===== src/rtl/fifo_arb_pkg.sv =====
// Shared types and constants for the async-FIFO write-port arbiter.
// Holds the arbiter state encoding, index-width helper and watchdog counter width.
package fifo_arb_pkg;

    typedef enum logic {
        IDLE  = 1'b0,
        BURST = 1'b1
    } arb_state_e;

    // The watchdog counter is sized once here, so WD_MAX must stay below 2**WD_CNT_W.
    localparam int WD_CNT_W = 16;

    function automatic int idx_w(input int n);
        return (n > 1) ? $clog2(n) : 1;
    endfunction

endpackage


===== src/rtl/fifo_wr_arbiter_rr_picker.sv =====
// Combinational round-robin picker: first requester at or after rr_last+1 (mod NREQ).
// The request vector is doubled so a plain part-select performs the rotation.
module rr_picker #(
    parameter int NREQ = 4,
    parameter int IDXW = 2
) (
    input  logic [NREQ-1:0] req,
    input  logic [IDXW-1:0] rr_last,
    output logic [IDXW-1:0] pick,
    output logic            any_req
);

    logic [2*NREQ-1:0] req_dbl;
    logic [NREQ-1:0]   req_rot;
    logic [IDXW:0]     start;
    logic [IDXW:0]     offset;
    logic [IDXW:0]     sum;

    // NOTE: every variable is assigned before any branch, so no latch can be inferred.
    always_comb begin
        req_dbl = {req, req};
        start   = {1'b0, rr_last} + (IDXW+1)'(1);
        req_rot = req_dbl[start +: NREQ];
        offset  = '0;
        // Descending scan leaves the lowest set bit, i.e. the nearest requester.
        for (int i = NREQ - 1; i >= 0; i--) begin
            if (req_rot[i]) begin
                offset = (IDXW+1)'(i);
            end
        end
        sum = start + offset;
        if (sum >= (IDXW+1)'(NREQ)) begin
            sum = sum - (IDXW+1)'(NREQ);
        end
        pick    = sum[IDXW-1:0];
        any_req = |req;
    end

endmodule


===== src/rtl/fifo_wr_arbiter.sv =====
// Round-robin burst arbiter for the async FIFO write port; bursts are atomic.
// Optional stall watchdog with wd_abort output is enabled by defining ARB_WATCHDOG_EN.
module fifo_wr_arbiter
    import fifo_arb_pkg::*;
#(
    parameter int NREQ   = 4,
    parameter int DW     = 8,
    parameter int WD_MAX = 64
) (
    input  logic                   clk,
    input  logic                   wresetn,
    input  logic [NREQ-1:0]        req,
    input  logic [NREQ-1:0]        last,
    input  logic [NREQ*DW-1:0]     din,
    input  logic                   full,
    output logic [NREQ-1:0]        gnt,
    output logic                   winc,
    output logic [DW-1:0]          wdata,
    output logic [idx_w(NREQ)-1:0] owner,
`ifdef ARB_WATCHDOG_EN
    output logic                   wd_abort,
`endif
    output logic                   busy
);

    localparam int IDXW = idx_w(NREQ);

    if (NREQ < 2 || NREQ > 16) begin : g_bad_nreq
        $error("fifo_wr_arbiter: NREQ must be in 2..16");
    end
    if (WD_MAX < 1 || WD_MAX >= 2**WD_CNT_W) begin : g_bad_wd_max
        $error("fifo_wr_arbiter: WD_MAX out of counter range");
    end

    arb_state_e      state_q, state_d;
    logic [IDXW-1:0] owner_q, owner_d;
    logic [IDXW-1:0] rr_last_q, rr_last_d;
    logic [IDXW-1:0] pick;
    logic            any_req;
    logic            acc;

    rr_picker #(
        .NREQ (NREQ),
        .IDXW (IDXW)
    ) u_picker (
        .req     (req),
        .rr_last (rr_last_q),
        .pick    (pick),
        .any_req (any_req)
    );

`ifdef ARB_WATCHDOG_EN
    logic [WD_CNT_W-1:0] wd_cnt_q, wd_cnt_d;
`endif

    always_comb begin
        state_d   = state_q;
        owner_d   = owner_q;
        rr_last_d = rr_last_q;
        gnt       = '0;
        winc      = 1'b0;
        wdata     = '0;
        acc       = 1'b0;
        busy      = (state_q == BURST);
`ifdef ARB_WATCHDOG_EN
        wd_cnt_d  = '0;
        wd_abort  = 1'b0;
`endif
        unique case (state_q)
            IDLE: begin
                if (any_req) begin
                    owner_d = pick;
                    state_d = BURST;
                end
            end
            BURST: begin
                // full gates the beat here so winc never reaches a full FIFO.
                acc          = req[owner_q] & ~full;
                gnt[owner_q] = acc;
                winc         = acc;
                wdata        = din[int'(owner_q)*DW +: DW];
                if (acc && last[owner_q]) begin
                    rr_last_d = owner_q;
                    state_d   = IDLE;
                end
`ifdef ARB_WATCHDOG_EN
                if (!req[owner_q]) begin
                    if (wd_cnt_q == WD_CNT_W'(WD_MAX - 1)) begin
                        wd_abort  = 1'b1;
                        rr_last_d = owner_q;
                        state_d   = IDLE;
                    end else begin
                        wd_cnt_d = wd_cnt_q + WD_CNT_W'(1);
                    end
                end
`endif
            end
            default: state_d = IDLE;
        endcase
    end

    // NOTE: state registers use non-blocking assignments so all flops update together at the edge.
    always_ff @(posedge clk or negedge wresetn) begin
        if (!wresetn) begin
            state_q   <= IDLE;
            owner_q   <= '0;
            rr_last_q <= IDXW'(NREQ - 1);
`ifdef ARB_WATCHDOG_EN
            wd_cnt_q  <= '0;
`endif
        end else begin
            state_q   <= state_d;
            owner_q   <= owner_d;
            rr_last_q <= rr_last_d;
`ifdef ARB_WATCHDOG_EN
            wd_cnt_q  <= wd_cnt_d;
`endif
        end
    end

    assign owner = owner_q;

endmodule


===== config.mk =====
export PLATFORM = sky130hd
export DESIGN_NAME = fifo_wr_arbiter
export DESIGN_NICKNAME = d
export VERILOG_FILES = /design/src/rtl/fifo_arb_pkg.sv /design/src/rtl/fifo_wr_arbiter_rr_picker.sv /design/src/rtl/fifo_wr_arbiter.sv
export SDC_FILE = /design/constraint.sdc
export NUM_CORES = 1
export LEC_CHECK = 0
export BUFFER_PORTS_ARGS = -buffer_cell sky130_fd_sc_hd__clkbuf_2
export CAP_MARGIN = 20
export CORE_AREA = 10 10 58 60
export CTS_CLUSTER_DIAMETER = 120
export CTS_CLUSTER_SIZE = 28
export DETAILED_ROUTE_END_ITERATION = 10
export DIE_AREA = 0 0 68 70
export GPL_ROUTABILITY_DRIVEN = 1
export PLACE_DENSITY_LB_ADDON = 0.12
export SYNTH_ARGS = -nofsm -noshare
export SYNTH_HDL_FRONTEND = slang
export SYNTH_SLANG_ARGS = --single-unit
export TNS_END_PERCENT = 10

===== constraint.sdc =====
create_clock -name clk -period 2.2 [get_ports clk]
set_clock_uncertainty 0.15 [all_clocks]
set_input_delay 0.44 -clock clk [delete_from_list [all_inputs] [get_ports clk]]
set_output_delay 0.44 -clock clk [all_outputs]
set_load 0.05 [all_outputs]

==> results.cfg <==
[status]
outcome = complete, but fails checks
violations = setup timing

[floorplan]
die_w_um = 68
num_rows = 18
initial_core_util_pct = 33.4
core_area_sq_um = 2340
dieHeight_um = 70
io_pins = 59
die_area_sq_um = 4760

[place]
place_ws_ns = -0.168
port_buffers = 58
dp_hpwl_um = 2220
dp_cells = 169
globalplace.congestion = 0.801
placed_area_sq_um = 1180

[route]
via_per_inst = 5.06
vias = 891
totalWireLength_um = 2850
ant_nets = 0
drt_first_pass_iters = 3
drtIter0Drc = 17
drc_errors = 0
wl_per_cell_um = 16.2

[synth]
ys_top_cells_by_area = mux4_2, dfrtp_1, dfstp_2
ys_seq_area_share_pct = 16.3
synth_edf_count = 0
synth_most_common_cell = mux4_2
ys_ff_latch = 5
yosysTopAreaCell = mux4_2
synth.distinct_cells = 41
async_flop_share_pct = 100
synth_cells = 80
syn_area_per_cell_sq_um = 9.78
ys.flop_type = dfrtp_1
ys_warn_count = 0
netlist_top_cells_count = mux4_2, and2_1, clkbuf_1, nand2_1
synthesis.nets = 124
synth_area_sq_um = 782
synth_top_cell_area_share_pct = 28.8

[grt]
antenna_found_initial = 0
grt_max_degree = 14
grt_pass1_wl_um = 4620
grt_overflow = 0
grt_usage_pct = 12.1
grt_pass1_vias = 970

[power_and_ir_drop]
vdd_drop_max_mv = 1.09
p_total_mw = 2.22
leakage_nw = 0.675
power_density_nw_per_um2 = 1560

[worst_setup_path]
critPathMaxFanout = 8
r2r_setup_slack_ns = 0.04
start_kind = flop
crit_arrival_ns = 1.65
path_class = reg -> out
worstSetupEndpointType = primary output
r2r-end = owner[1]
r2r.worst_path.cells = 8
r2r_start = rr_last_q[0]
crit_required_ns = 1.61

[timing]
tightest_slew_ns = 0.384
slew_headroom_pct = 74.2
finalHoldViolCount = 0
drv_slew = 0
fmax_mhz = 446
setup_viol = 8
finalWorstSetupSlack_ns = -0.0416
rsz0062_at_grt = true
fin_crit_ns = 2.24
timing.final.crit_share_pct = 102

[clock_network]
root_buffer = clkbuf_4
cts_buffers = 3
clk_latency_ns = 0.24
tritoncts_num_sinks = 5
htreeDepth = 1
clkTransAtPathRegs_ns = 0.04
cts_tree = done
clk_path_buf_depth = 2

[job]
max-cap-violations = 0

[cells_and_area]
num-nets-final = 191
post-route-util_pct = 60.7
area_delta_synth_final_pct = 81.8
drive_gt1_share_pct = 71.2
diodes = 0
fin_area_sq_um = 1420
finalNonFillerCells = 176

[hold_path]
hold_class = in -> async
## sequential cells by signal, indices dropped and copies added, names as in the netlist
name	cells
busy	1
owner	2
rr_last_q	2
## per-layer routing
layer / track usage, % / part of all wire (%)
met5: 0 / 0
met4: 4.03 / 0
met3: 2.07 / 6.1
met2: 22.6 / 57
met1: 12.8 / 37
## how the worst max path moves through the flow
stage	start	end
2_1_floorplan	req[2]	owner[1]
3_3_place_gp	req[1]	owner[1]
3_5_place_dp	req[1]	owner[1]
4_1_cts	owner[0]	wdata[7]
5_1_grt	owner[0]	wdata[4]
6_report	owner[0]	wdata[4]
## cell usage in the layout, fill, tap and decap left out, types with 2 or more instances in the layout
cell type / Yosys / layout
buf_12: 0 / 2
nand2_1: 4 / 4
dfstp_2: 2 / 2
a21oi_1: 2 / 2
clkbuf_16: 0 / 5
o21ai_0: 2 / 2
clkbuf_4: 0 / 4
mux2_1: 2 / 2
mux4_2: 10 / 10
inv_1: 2 / 2
o21ai_1: 2 / 2
nor2_1: 3 / 3
clkbuf_2: 0 / 48
buf_4: 1 / 10
and2_4: 0 / 8
nor3b_1: 2 / 2
and3b_1: 2 / 2
nor2b_1: 3 / 2
buf_8: 1 / 4
## stage by stage
step | TNS [ns] | hold slack (ns)
global placement | -0.142 | 0.109
floorplan | -1.39 | -0.00559
global route | -0.571 | 0.437
detailed placement | -0.168 | 0.107
CTS | -0.222 | 0.405
finish | -0.123 | 0.408
## worst max-delay path, cell delays in order (launching register included)
cell and delay, ns:
dfrtp_4 0.43, buf_12 0.14, mux4_2 0.50, and2_4 0.18
clkbuf_16 0.16
## power breakdown
group / switching (mW) / total (mW) / internal (mW)
Combinational: 0.921 / 1.87 / 0.954
Sequential: 0.0836 / 0.240 / 0.157
Clock: 0.0346 / 0.103 / 0.0684
Total: 1.04 / 2.22 / 1.18
## cells by family (layout without fill, tap and decap cells)
kind of cell | after synthesis | in the layout | share of synthesized area (%)
AOI/OAI and AO/OA | 12 | 12 | 9.44
xor gates and xnor gates | 1 | 1 | 1.12
adders and majority gates | 1 | 1 | 1.60
buffers and inverters | 12 | 78 | 8.96
DFF | 5 | 5 | 16.3
muxes | 13 | 13 | 33.0
and+or+nand+nor | 36 | 36 | 29.6
## cell type report
| cell class | instances | area (sq um) |
|---|---|---|
| Clock buffer | 4 | 26.3 |
| Fill cell | 196 | 921 |
| Inverter | 2 | 7.51 |
| Multi-Input combinational cell | 63 | 648 |
| Sequential cell | 5 | 133 |
| Tap cell | 30 | 37.5 |
| Timing Repair Buffer | 72 | 569 |
## timing repair
item                       in CTS  in global routing
pin swaps                       2                  4
hold buffers                    1                  0
setup buffers                   2                  0
gates resized for setup        38                  5
setup endpoints to repair      11                 11
hold endpoints to repair        3                  0
Note: power is estimated with default switching activity, not from simulation.
